**src/rtl/cpe_column_sequencer_if.sv**
```systemverilog
// Bus between the column sequencer and its environment: job control,
// compensation memory read port, CPE column controls and the result path.
interface cpe_column_sequencer_if #(
  parameter int ROWS                           = 8,
  parameter int COMPENSATION_PARTIAL_SUM_WIDTH = 14,
  parameter int ADDR_WIDTH                     = 6
);
  logic                                      start;
  logic [7:0]                                num_vectors;
  logic [ADDR_WIDTH-1:0]                     base_addr;
  logic                                      busy;
  logic                                      done;
  logic                                      mem_rd_en;
  logic [ADDR_WIDTH-1:0]                     mem_rd_addr;
  logic [3:0]                                mem_rd_data;
  logic [3:0]                                Compensation_Weight;
  logic                                      Compensation_Weight_out_valid;
  logic                                      act_req;
  logic [ROWS-1:0]                           Activation_cout_valid;
  logic [COMPENSATION_PARTIAL_SUM_WIDTH-1:0] result_in;
  logic                                      result_valid;
  logic [COMPENSATION_PARTIAL_SUM_WIDTH-1:0] result_out;

  // Sequencer side.
  modport master (
    input  start, num_vectors, base_addr, mem_rd_data, result_in,
    output busy, done, mem_rd_en, mem_rd_addr, Compensation_Weight,
           Compensation_Weight_out_valid, act_req, Activation_cout_valid,
           result_valid, result_out
  );

  // Environment side (job issuer, memory, feeder, column).
  modport slave (
    output start, num_vectors, base_addr, mem_rd_data, result_in,
    input  busy, done, mem_rd_en, mem_rd_addr, Compensation_Weight,
           Compensation_Weight_out_valid, act_req, Activation_cout_valid,
           result_valid, result_out
  );
endinterface

```
**src/rtl/cpe_column_sequencer.sv**
```systemverilog
// Column sequencer: preloads ROWS weights bottom-row-first, streams
// num_vectors activations with a per-row skewed valid, then waits for the
// bottom-row results to be emitted before pulsing done.
module cpe_column_sequencer #(
  parameter int ROWS                           = 8,
  parameter int COMPENSATION_PARTIAL_SUM_WIDTH = 14,
  parameter int ADDR_WIDTH                     = 6
) (
  input logic                    clk,
  input logic                    rst,
  cpe_column_sequencer_if.master io
);
  localparam int LCW = $clog2(ROWS + 1);
  localparam int W   = COMPENSATION_PARTIAL_SUM_WIDTH;

  typedef enum logic [2:0] {S_IDLE, S_LOAD, S_STREAM, S_DRAIN, S_FIN} state_t;

  state_t                state_q, state_d;
  logic [7:0]            nv_q;
  logic [ADDR_WIDTH-1:0] base_q;
  logic [LCW-1:0]        lcnt_q;
  logic [7:0]            vcnt_q, rcnt_q;
  logic                  wv_q;
  logic [ROWS-1:0]       acv_q;   // skewed MAC enables, bit r = row r
  logic                  cap_q;   // bottom row output valid this cycle
  logic                  rv_q;
  logic [W-1:0]          res_q;
  logic                  rd_en, act;

  // Next-state and phase strobes. LOAD lasts ROWS+1 cycles so the final
  // weight-valid cycle (one after the last read) is still inside LOAD.
  always_comb begin
    state_d = state_q;
    rd_en   = 1'b0;
    act     = 1'b0;
    case (state_q)
      S_IDLE:   if (io.start) state_d = S_LOAD;
      S_LOAD: begin
        rd_en = (lcnt_q != LCW'(ROWS));
        if (!rd_en) state_d = (nv_q == 8'd0) ? S_DRAIN : S_STREAM;
      end
      S_STREAM: begin
        act = 1'b1;
        if (vcnt_q == nv_q - 8'd1) state_d = S_DRAIN;
      end
      S_DRAIN:  if (rcnt_q == nv_q) state_d = S_FIN;
      S_FIN:    state_d = S_IDLE;
      default:  state_d = S_IDLE;
    endcase
  end

  // State, job registers, counters and the valid delay lines.
  always_ff @(posedge clk) begin
    if (rst) begin
      state_q <= S_IDLE;
      nv_q    <= '0;
      base_q  <= '0;
      lcnt_q  <= '0;
      vcnt_q  <= '0;
      rcnt_q  <= '0;
      wv_q    <= 1'b0;
      acv_q   <= '0;
      cap_q   <= 1'b0;
      rv_q    <= 1'b0;
      res_q   <= '0;
    end else begin
      state_q <= state_d;
      if (state_q == S_IDLE && io.start) begin
        nv_q   <= io.num_vectors;
        base_q <= io.base_addr;
        lcnt_q <= '0;
        vcnt_q <= '0;
        rcnt_q <= '0;
      end else begin
        if (rd_en) lcnt_q <= lcnt_q + LCW'(1);
        if (act)   vcnt_q <= vcnt_q + 8'd1;
        // Counted at capture so DRAIN sees the total in the last result cycle.
        if (cap_q) rcnt_q <= rcnt_q + 8'd1;
      end
      wv_q  <= rd_en;
      acv_q <= {acv_q[ROWS-2:0], act};
      cap_q <= acv_q[ROWS-1];
      rv_q  <= cap_q;
      if (cap_q) res_q <= io.result_in;
    end
  end

  // Output drive; the weight is gated so it reads 0 outside valid cycles.
  always_comb begin
    io.busy                          = (state_q != S_IDLE);
    io.done                          = (state_q == S_FIN);
    io.mem_rd_en                     = rd_en;
    io.mem_rd_addr                   = rd_en ? base_q + ADDR_WIDTH'(ROWS - 1)
                                               - ADDR_WIDTH'(lcnt_q) : '0;
    io.Compensation_Weight_out_valid = wv_q;
    io.Compensation_Weight           = wv_q ? io.mem_rd_data : 4'h0;
    io.act_req                       = act;
    io.Activation_cout_valid         = acv_q;
    io.result_valid                  = rv_q;
    io.result_out                    = res_q;
  end
endmodule

```
**src/flat_wrapper.sv**
```systemverilog
// flat-port wrapper written by rule: the top's interface ports become plain ports
module cpe_column_sequencer_flat 
#(
  parameter int ROWS                           = 8,
  parameter int COMPENSATION_PARTIAL_SUM_WIDTH = 14,
  parameter int ADDR_WIDTH                     = 6
)
  (clk, rst, io_start, io_num_vectors, io_base_addr, io_mem_rd_data, io_result_in, io_busy, io_done, io_mem_rd_en, io_mem_rd_addr, io_Compensation_Weight, io_Compensation_Weight_out_valid, io_act_req, io_Activation_cout_valid, io_result_valid, io_result_out);
  cpe_column_sequencer_if #(.ROWS(ROWS), .COMPENSATION_PARTIAL_SUM_WIDTH(COMPENSATION_PARTIAL_SUM_WIDTH), .ADDR_WIDTH(ADDR_WIDTH)) io_i ();
  input logic clk;
  input logic rst;
  input wire logic [$bits(io_i.start)-1:0] io_start;
  input wire logic [$bits(io_i.num_vectors)-1:0] io_num_vectors;
  input wire logic [$bits(io_i.base_addr)-1:0] io_base_addr;
  input wire logic [$bits(io_i.mem_rd_data)-1:0] io_mem_rd_data;
  input wire logic [$bits(io_i.result_in)-1:0] io_result_in;
  output wire logic [$bits(io_i.busy)-1:0] io_busy;
  output wire logic [$bits(io_i.done)-1:0] io_done;
  output wire logic [$bits(io_i.mem_rd_en)-1:0] io_mem_rd_en;
  output wire logic [$bits(io_i.mem_rd_addr)-1:0] io_mem_rd_addr;
  output wire logic [$bits(io_i.Compensation_Weight)-1:0] io_Compensation_Weight;
  output wire logic [$bits(io_i.Compensation_Weight_out_valid)-1:0] io_Compensation_Weight_out_valid;
  output wire logic [$bits(io_i.act_req)-1:0] io_act_req;
  output wire logic [$bits(io_i.Activation_cout_valid)-1:0] io_Activation_cout_valid;
  output wire logic [$bits(io_i.result_valid)-1:0] io_result_valid;
  output wire logic [$bits(io_i.result_out)-1:0] io_result_out;
  assign io_i.start = io_start;
  assign io_i.num_vectors = io_num_vectors;
  assign io_i.base_addr = io_base_addr;
  assign io_i.mem_rd_data = io_mem_rd_data;
  assign io_i.result_in = io_result_in;
  assign io_busy = io_i.busy;
  assign io_done = io_i.done;
  assign io_mem_rd_en = io_i.mem_rd_en;
  assign io_mem_rd_addr = io_i.mem_rd_addr;
  assign io_Compensation_Weight = io_i.Compensation_Weight;
  assign io_Compensation_Weight_out_valid = io_i.Compensation_Weight_out_valid;
  assign io_act_req = io_i.act_req;
  assign io_Activation_cout_valid = io_i.Activation_cout_valid;
  assign io_result_valid = io_i.result_valid;
  assign io_result_out = io_i.result_out;
  cpe_column_sequencer #(.ROWS(ROWS), .COMPENSATION_PARTIAL_SUM_WIDTH(COMPENSATION_PARTIAL_SUM_WIDTH), .ADDR_WIDTH(ADDR_WIDTH)) u_core (.clk(clk), .rst(rst), .io(io_i));
endmodule
```
**config.mk**
```make
export PLATFORM = sky130hd
export DESIGN_NAME = cpe_column_sequencer_flat
export DESIGN_NICKNAME = d
export VERILOG_FILES = /design/src/rtl/cpe_column_sequencer_if.sv /design/src/rtl/cpe_column_sequencer.sv /design/src/flat_wrapper.sv
export SDC_FILE = /design/constraint.sdc
export NUM_CORES = 1
export LEC_CHECK = 0
export CORE_MARGIN = 4
export CORE_UTILIZATION = 41
export DETAILED_ROUTE_END_ITERATION = 16
export PLACE_DENSITY = 0.66
export SETUP_SLACK_MARGIN = 0.02
export SLEW_MARGIN = 20
export SYNTH_ARGS = -nofsm -noshare
export SYNTH_HDL_FRONTEND = slang
export SYNTH_SLANG_ARGS = --single-unit
export TNS_END_PERCENT = 30
```
**constraint.sdc**
```tcl
create_clock -name clk -period 2.86 [get_ports clk]
set_input_delay 0.572 -clock clk [delete_from_list [all_inputs] [get_ports clk]]
set_output_delay 0.572 -clock clk [all_outputs]
set_load 0.005 [all_outputs]
```
==> run_summary.xml, run 1 <==
<?xml version="1.0" encoding="UTF-8"?>
<metrics>
  <group name="status">
    <metric name="run_status" unit="">complete, no violations</metric>
  </group>
  <group name="synth">
    <metric name="synth_seq_area_share" unit="">0.429</metric>
    <metric name="synth_top_area_cell" unit="">sky130_fd_sc_hd__dfxtp_1</metric>
    <metric name="synth_edf_count" unit="">0</metric>
    <metric name="ys_ff_latch" unit="">62</metric>
    <metric name="asyncSetResetFlopFracSynth" unit="">0</metric>
    <metric name="yosysUniqueCellTypes" unit="">39</metric>
    <metric name="synth_cells" unit="">324</metric>
    <metric name="netlist_top_cells_count" unit="">sky130_fd_sc_hd__dfxtp_1, sky130_fd_sc_hd__nor2_1, sky130_fd_sc_hd__nand2_1</metric>
    <metric name="synth_top_flop_cell" unit="">sky130_fd_sc_hd__dfxtp_1</metric>
    <metric name="synth_warnings" unit="">0</metric>
    <metric name="synth_most_common_cell" unit="">sky130_fd_sc_hd__dfxtp_1</metric>
    <metric name="synth.top_cell.area_share" unit="">0.429</metric>
    <metric name="mappedNetlistNets" unit="">373</metric>
    <metric name="netlist_top_cells_area" unit="">sky130_fd_sc_hd__dfxtp_1, sky130_fd_sc_hd__xnor2_1, sky130_fd_sc_hd__ha_1, sky130_fd_sc_hd__nor2_1, sky130_fd_sc_hd__mux2i_1</metric>
    <metric name="netlist_area_before_placement" unit="um2">2890</metric>
    <metric name="synthesis.area_per_instance" unit="um2">8.93</metric>
  </group>
  <group name="pwr">
    <metric name="p_leak" unit="nW">1.51</metric>
    <metric name="vdd_ir_drop_max" unit="uV">291</metric>
    <metric name="pwr_density" unit="nW/um2">493</metric>
    <metric name="total_power" unit="mW">1.94</metric>
  </group>
  <group name="routing">
    <metric name="drt_pre_antenna_iters" unit="">4</metric>
    <metric name="drt_iter0_drc" unit="">58</metric>
    <metric name="wl_per_cell" unit="um">13.1</metric>
    <metric name="postRouteAntennaNets" unit="">0</metric>
    <metric name="number_of_vias_in_the_routed_layout" unit="">2376</metric>
    <metric name="viasPerCell" unit="">4.72</metric>
    <metric name="post-route-drc-count" unit="">0</metric>
    <metric name="sum_of_routed_wire_length_over_all_layers" unit="mm">6.59</metric>
  </group>
  <group name="cts">
    <metric name="cts_num_sinks" unit="">62</metric>
    <metric name="ctsLongestPathBuffers" unit="">2</metric>
    <metric name="cts_max_level" unit="">3</metric>
    <metric name="tritoncts" unit="">built</metric>
    <metric name="worst_setup_hold_path_clk_slew" unit="ps">70</metric>
    <metric name="cts_buffers" unit="">9</metric>
    <metric name="worst_skew_pair.late_latency" unit="ps">330</metric>
    <metric name="holdBufCountCts" unit="">0</metric>
    <metric name="cts.root.buffer_cell" unit="">sky130_fd_sc_hd__clkbuf_8</metric>
  </group>
  <group name="die">
    <metric name="floorplan.die.height" unit="um">92.0</metric>
    <metric name="num_rows" unit="">30</metric>
    <metric name="die-width" unit="um">92.0</metric>
    <metric name="floorplan.core_area" unit="um2">6830</metric>
    <metric name="initial_cell_density_of_the_core" unit="">0.424</metric>
    <metric name="pin_count" unit="">73</metric>
    <metric name="total_die_area" unit="um2">8470</metric>
  </group>
  <group name="worst_setup_path">
    <metric name="critPathCaptureType" unit="">primary output</metric>
    <metric name="worstSetupStartpointType" unit="">register</metric>
    <metric name="path_max_fanout" unit="">2</metric>
    <metric name="critPathArrivalTime" unit="ps">2130</metric>
    <metric name="critPathRequiredTime" unit="ps">2290</metric>
    <metric name="setup.worst_path.class" unit="">reg -&gt; out</metric>
  </group>
  <group name="min_path">
    <metric name="min_path_type" unit="">reg -&gt; reg</metric>
  </group>
  <group name="placed_design">
    <metric name="hpwl" unit="mm">4.76</metric>
    <metric name="routabilityCongestion" unit="">0.850</metric>
    <metric name="port_buffers" unit="">72</metric>
    <metric name="detailed_place.area" unit="um2">3720</metric>
  </group>
  <group name="sta">
    <metric name="worst-slew-pin-transition" unit="ps">385</metric>
    <metric name="slew_headroom" unit="">0.743</metric>
    <metric name="finalHoldViolCount" unit="">0</metric>
    <metric name="timing.clock.skew" unit="ps">10.5</metric>
    <metric name="finalCritPeriodShare" unit="">0.945</metric>
    <metric name="finalSetupTns" unit="ps">0</metric>
    <metric name="min_period" unit="ps">2700</metric>
    <metric name="timing.fmax" unit="MHz">370</metric>
    <metric name="unrepaired_setup_endpoints_after_global_routing" unit="">false</metric>
    <metric name="setup-violations-final" unit="">0</metric>
    <metric name="timing_max_transition_violations_final" unit="">0</metric>
  </group>
  <group name="grt">
    <metric name="grt_start_max_net_pins" unit="">38</metric>
    <metric name="gr-usage-all-layers" unit="">0.162</metric>
    <metric name="grt_pass1_vias" unit="">2262</metric>
    <metric name="antenna_found_initial" unit="">0</metric>
    <metric name="grt.overflow.total" unit="">0</metric>
    <metric name="first_pass_grt_wire_length" unit="mm">10.8</metric>
  </group>
  <group name="job">
    <metric name="drv.max_cap_violation_count" unit="">0</metric>
  </group>
  <group name="layout">
    <metric name="syn2layout_area_growth" unit="%">36.0</metric>
    <metric name="diodes" unit="">0</metric>
    <metric name="final_nets" unit="">451</metric>
    <metric name="stdcell_area" unit="um2">3940</metric>
    <metric name="drive_gt1_frac" unit="">0.0983</metric>
  </group>
</metrics>
-- placed cells by master (no fill, tap or decap), types with 12 or more instances in the layout --
| cell | instances |
|---|---|
| sky130_fd_sc_hd__nand2_1 | 41 |
| sky130_fd_sc_hd__inv_1 | 12 |
| sky130_fd_sc_hd__mux2i_1 | 16 |
| sky130_fd_sc_hd__a21oi_1 | 17 |
| sky130_fd_sc_hd__ha_1 | 12 |
| sky130_fd_sc_hd__xor2_1 | 15 |
| sky130_fd_sc_hd__nor2_1 | 43 |
| sky130_fd_sc_hd__xnor2_1 | 23 |
| sky130_fd_sc_hd__dfxtp_1 | 61 |
| sky130_fd_sc_hd__clkdlybuf4s50_1 | 68 |
-- layer usage --
| metal | vias to the layer above | global-route usage | share of wire |
|---|---|---|---|
| met1 | 1099 | 0.199 | 0.45 |
| li1 | 1217 | - | - |
| met5 | - | 0 | 0 |
| met2 | 55 | 0.248 | 0.45 |
| met3 | 5 | 0.0755 | 0.086 |
| met4 | 0 | 0.0557 | 0.011 |
-- where the power goes --
part / internal (mW) / switching (mW) / total [mW]
sequential: 0.882 / 0.0256 / 0.908
combinational: 0.149 / 0.122 / 0.271
clock: 0.423 / 0.341 / 0.764
-- worst paths after layout --
check	startpoint	to	slack, ps	cells past startpoint
setup / recovery	u_core.lcnt_q[1]	io_mem_rd_addr[5]	160	11
hold / removal	u_core.base_q[3]	u_core.base_q[3]	460	2
setup reg to reg	u_core.nv_q[0]	u_core.state_q[0]	910	7
hold reg to reg	u_core.base_q[3]	u_core.base_q[3]	460	2
-- area by class of cell --
class                      instances  area, um2
clock inverter                     6       61.3
timing repair buffer              82        787
tap                               96        120
multi-input combinational        232       1530
fill                             632       2900
inverter                          15       56.3
sequential                        62       1240
clock buffer                      10        138
-- cell families after synthesis --
| logic type | Yosys count | synth area share |
|---|---|---|
| muxes | 16 | 0.0553 |
| AOI/OAI and AO/OA | 32 | 0.0666 |
| DFF | 62 | 0.429 |
| and+or+nand+nor | 132 | 0.225 |
| xor gates and xnor gates | 38 | 0.115 |
| adders and majority gates | 14 | 0.0631 |
| buffers and inverters | 30 | 0.0463 |
-- critical path: stages (launching register included) --
cell and delay, ps:
sky130_fd_sc_hd__dfxtp_2 330, sky130_fd_sc_hd__inv_1 50, sky130_fd_sc_hd__ha_1 270, sky130_fd_sc_hd__ha_2 190, sky130_fd_sc_hd__inv_2 40, sky130_fd_sc_hd__fa_2 370, sky130_fd_sc_hd__inv_2 60, sky130_fd_sc_hd__a21o_1 120
sky130_fd_sc_hd__a21oi_2 60, sky130_fd_sc_hd__xnor2_1 120, sky130_fd_sc_hd__nor2_1 80, sky130_fd_sc_hd__clkbuf_2 110
-- flip-flops by register name (all words and copies together) (netlist names) --
signal and cells:
u_core.nv_q 8, u_core.state_q 3, u_core.vcnt_q 8, u_core.io.Activation_cout_valid 8, u_core.io.result_out 14, u_core.lcnt_q 4, u_core.base_q 6, u_core.io.Compensation_Weight_out_valid 1
u_core.rcnt_q 8, u_core.io.result_valid 1, u_core.cap_q 1
-- timing repair --
item | in CTS | in global routing
pin swaps | 1 | 4
gates resized for setup | 8 | 5
endpoints found under the setup margin | 4 | 1
setup buffers | 0 | 1
-- metrics by stage --
step / hold WS (ps) / util / setup slack (ps) / instances
after floorplan: 436 / - / 590 / 324
after global placement: 443 / 0.545 / 98.5 / 486
after detailed placement: 449 / 0.545 / 76.3 / 486
after CTS: 459 / 0.575 / -1.38 / 502
after global routing: 478 / 0.576 / 45.9 / 503
final: 457 / 0.576 / 156 / 503
(Power assumes the default switching activity.)
==> inputs of run 2 (changes only) <==
Clock period 2.86 ns to 3.5 ns, I/O delays scaled along.
==> run_summary.xml, run 2 (same netlist as run 1, synthesis figures left out) <==
<?xml version="1.0" encoding="UTF-8"?>
<metrics>
  <group name="worst_setup_path">
    <metric name="timing.critical_path.max_delay_family" unit="">adder cells</metric>
    <metric name="critPathRequiredTime" unit="ps">2800</metric>
    <metric name="path_common_cell" unit="">sky130_fd_sc_hd__ha_1</metric>
    <metric name="cpMaxStageDelayCell" unit="">sky130_fd_sc_hd__clkdlybuf4s50_1</metric>
    <metric name="path_max_fanout" unit="">3</metric>
    <metric name="critPathArrivalTime" unit="ps">2410</metric>
    <metric name="crit_buf_inv" unit="">2</metric>
    <metric name="r2r_end" unit="">u_core.rcnt_q[5]</metric>
    <metric name="setup.worst_path.class" unit="">reg -&gt; out</metric>
    <metric name="reg2reg_depth" unit="">4</metric>
    <metric name="critPathCaptureType" unit="">primary output</metric>
    <metric name="reg2reg_from" unit="">u_core.state_q[0]</metric>
    <metric name="worstSetupStartpointType" unit="">register</metric>
    <metric name="crit_chain" unit="">inv_1 -&gt; ha_1 -&gt; ha_1 -&gt; a21o_1 -&gt; a21oi_1 -&gt; xor2_1 -&gt; nor2_1 -&gt; clkdlybuf4s50_1</metric>
    <metric name="setup.reg_to_reg.worst_slack" unit="ps">1390</metric>
    <metric name="critical_path.max_stage_delay" unit="ps">520</metric>
  </group>
  <group name="status">
    <metric name="run_status" unit="">complete, no violations</metric>
  </group>
  <group name="min_path">
    <metric name="timing.hold.worst_path_depth" unit="">2</metric>
    <metric name="holdCritStartpoint" unit="">u_core.base_q[3]</metric>
    <metric name="worst_hold_path.endpoint" unit="">u_core.base_q[3]</metric>
    <metric name="min_path_type" unit="">reg -&gt; reg</metric>
  </group>
  <group name="pwr">
    <metric name="p_leak" unit="nW">1.47</metric>
    <metric name="power.combinational.fraction" unit="">0.132</metric>
    <metric name="share_clk_of_total_power" unit="">0.399</metric>
    <metric name="p_switching" unit="mW">0.399</metric>
    <metric name="p_sw_frac" unit="">0.252</metric>
    <metric name="seqPwrFrac" unit="">0.470</metric>
    <metric name="vdd_ir_drop_max" unit="uV">271</metric>
    <metric name="pwr_density" unit="nW/um2">407</metric>
    <metric name="power_report.internal_total" unit="mW">1.18</metric>
  </group>
  <group name="sta">
    <metric name="worst-slew-pin-transition" unit="ps">810</metric>
    <metric name="finalCritPeriodShare" unit="">0.887</metric>
    <metric name="unrepaired_setup_endpoints_after_global_routing" unit="">false</metric>
    <metric name="timing_max_transition_violations_final" unit="">0</metric>
    <metric name="slew_headroom" unit="">0.460</metric>
    <metric name="setup-violations-final" unit="">0</metric>
    <metric name="finalHoldViolCount" unit="">0</metric>
    <metric name="timing.clock.skew" unit="ps">7.88</metric>
    <metric name="finalSetupTns" unit="ps">0</metric>
    <metric name="min_period" unit="ps">3110</metric>
    <metric name="timing.fmax" unit="MHz">322</metric>
  </group>
  <group name="layout">
    <metric name="diodes" unit="">0</metric>
    <metric name="drive_gt1_frac" unit="">0.0650</metric>
    <metric name="most_frequent_cells_in_the_layout" unit="">sky130_fd_sc_hd__clkdlybuf4s50_1, sky130_fd_sc_hd__dfxtp_1, sky130_fd_sc_hd__nor2_1, sky130_fd_sc_hd__nand2_1, sky130_fd_sc_hd__xnor2_1</metric>
    <metric name="post_layout_nonfiller_instances" unit="">496</metric>
    <metric name="mostFrequentLayoutCell" unit="">sky130_fd_sc_hd__clkdlybuf4s50_1</metric>
    <metric name="syn2layout_area_growth" unit="%">34.2</metric>
    <metric name="final_nets" unit="">444</metric>
    <metric name="largest_register_ffs" unit="">14</metric>
  </group>
  <group name="cts">
    <metric name="post_cts_resize_count" unit="">0</metric>
    <metric name="ctsLongestPathBuffers" unit="">2</metric>
    <metric name="holdBufCountCts" unit="">0</metric>
    <metric name="cts_buffers" unit="">9</metric>
    <metric name="worst_setup_hold_path_clk_slew" unit="ps">70</metric>
    <metric name="postCtsSetupRepairBufs" unit="">0</metric>
    <metric name="cts.root.buffer_cell" unit="">sky130_fd_sc_hd__clkbuf_8</metric>
    <metric name="cts_num_sinks" unit="">62</metric>
    <metric name="tritoncts" unit="">built</metric>
    <metric name="worst_skew_pair.late_latency" unit="ps">340</metric>
    <metric name="cts_max_level" unit="">3</metric>
  </group>
  <group name="die">
    <metric name="initial_cell_density_of_the_core" unit="">0.424</metric>
    <metric name="total_die_area" unit="um2">8470</metric>
    <metric name="die-width" unit="um">92.0</metric>
    <metric name="num_rows" unit="">30</metric>
    <metric name="floorplan.core_area" unit="um2">6830</metric>
    <metric name="floorplan.die.height" unit="um">92.0</metric>
    <metric name="pin_count" unit="">73</metric>
  </group>
  <group name="grt">
    <metric name="grt_pass1_vias" unit="">2439</metric>
    <metric name="antenna_found_initial" unit="">0</metric>
    <metric name="grt_start_max_net_pins" unit="">41</metric>
    <metric name="gr-usage-all-layers" unit="">0.170</metric>
    <metric name="first_pass_grt_wire_length" unit="mm">11.4</metric>
    <metric name="grt.overflow.total" unit="">0</metric>
  </group>
  <group name="routing">
    <metric name="postRouteAntennaNets" unit="">0</metric>
    <metric name="sum_of_routed_wire_length_over_all_layers" unit="mm">6.51</metric>
    <metric name="drt_iter0_drc" unit="">65</metric>
    <metric name="wl_per_cell" unit="um">13.1</metric>
    <metric name="viasPerCell" unit="">4.73</metric>
    <metric name="number_of_vias_in_the_routed_layout" unit="">2346</metric>
    <metric name="post-route-drc-count" unit="">0</metric>
    <metric name="drt_pre_antenna_iters" unit="">4</metric>
  </group>
  <group name="placed_design">
    <metric name="port_buffers" unit="">72</metric>
    <metric name="routabilityCongestion" unit="">0.807</metric>
    <metric name="hpwl" unit="mm">4.67</metric>
    <metric name="post-place-cells" unit="">480</metric>
  </group>
  <group name="job">
    <metric name="drv.max_cap_violation_count" unit="">0</metric>
  </group>
</metrics>
[run 2: cell count changes in the layout (fill, tap and decap cells not counted), moves of 2 or more]
| cell | before | now |
|---|---|---|
| sky130_fd_sc_hd__inv_1 | 12 | 14 |
| sky130_fd_sc_hd__clkdlybuf4s50_1 | 68 | 71 |
| sky130_fd_sc_hd__a21oi_1 | 17 | 19 |
| sky130_fd_sc_hd__inv_2 | 3 | 1 |
| sky130_fd_sc_hd__dlygate4sd2_1 | 3 | 0 |
| sky130_fd_sc_hd__a21oi_2 | 2 | 0 |
| sky130_fd_sc_hd__buf_4 | 10 | 3 |
| sky130_fd_sc_hd__clkinv_2 | 3 | 1 |
[run 2: worst max path at each step]
| stage | startpoint | endpoint | slack, ps | cells after the start |
|---|---|---|---|---|
| after floorplan | u_core.lcnt_q[1] | io_mem_rd_addr[5] | 1100 | 10 |
| after global placement | u_core.lcnt_q[1] | io_mem_rd_addr[5] | 540 | 11 |
| after detailed placement | u_core.lcnt_q[1] | io_mem_rd_addr[5] | 490 | 11 |
| after CTS | u_core.lcnt_q[1] | io_mem_rd_addr[5] | 100 | 11 |
| after global routing | u_core.lcnt_q[2] | io_mem_rd_addr[4] | 250 | 8 |
| final | u_core.lcnt_q[2] | io_mem_rd_addr[4] | 390 | 8 |
[run 2: worst reg2reg max path, cell delays in order, from the launching register on]
cell and delay (ps):
sky130_fd_sc_hd__dfxtp_1 410, sky130_fd_sc_hd__nor3_1 320, sky130_fd_sc_hd__nand2_1 390, sky130_fd_sc_hd__nand2b_1 720
sky130_fd_sc_hd__nor2_1 130
[run 2: through the flow]
| step | area [um2] | hold slack [ps] | worst slack, ps | utilization | power [mW] |
|---|---|---|---|---|---|
| 2_1_floorplan | 2890 | 436 | 1100 | - | 0.878 |
| 3_3_place_gp | 3680 | 444 | 538 | 0.539 | 0.968 |
| 3_5_place_dp | 3680 | 453 | 495 | 0.539 | 0.970 |
| 4_1_cts | 3880 | 464 | 103 | 0.568 | 1.61 |
| 5_1_grt | 3880 | 475 | 252 | 0.569 | 1.67 |
| 6_report | 3880 | 461 | 395 | 0.569 | 1.58 |
[run 2: power by group through the flow]
stage / logic (mW) / clock network, mW / registers (mW)
after global placement: 0.209 / 0 / 0.759
after CTS: 0.213 / 0.653 / 0.743
after floorplan: 0.131 / 0 / 0.747
final: 0.208 / 0.631 / 0.743
after global routing: 0.237 / 0.687 / 0.746
after detailed placement: 0.211 / 0 / 0.759
[run 2: metal layers]
layer / track usage / routed length, um
met5: 0 / 0
met4: 0.0619 / 94
met3: 0.0878 / 573
met2: 0.271 / 2930
met1: 0.196 / 2900
[run 2: final cells by class]
| cell class | count | area [um2] |
|---|---|---|
| tap | 96 | 120 |
| sequential | 62 | 1240 |
| inverter | 15 | 56.3 |
| multi-input combinational | 232 | 1520 |
| timing repair buffer | 75 | 746 |
| fill | 652 | 2950 |
| clock buffer | 11 | 141 |
| clock inverter | 5 | 58.8 |
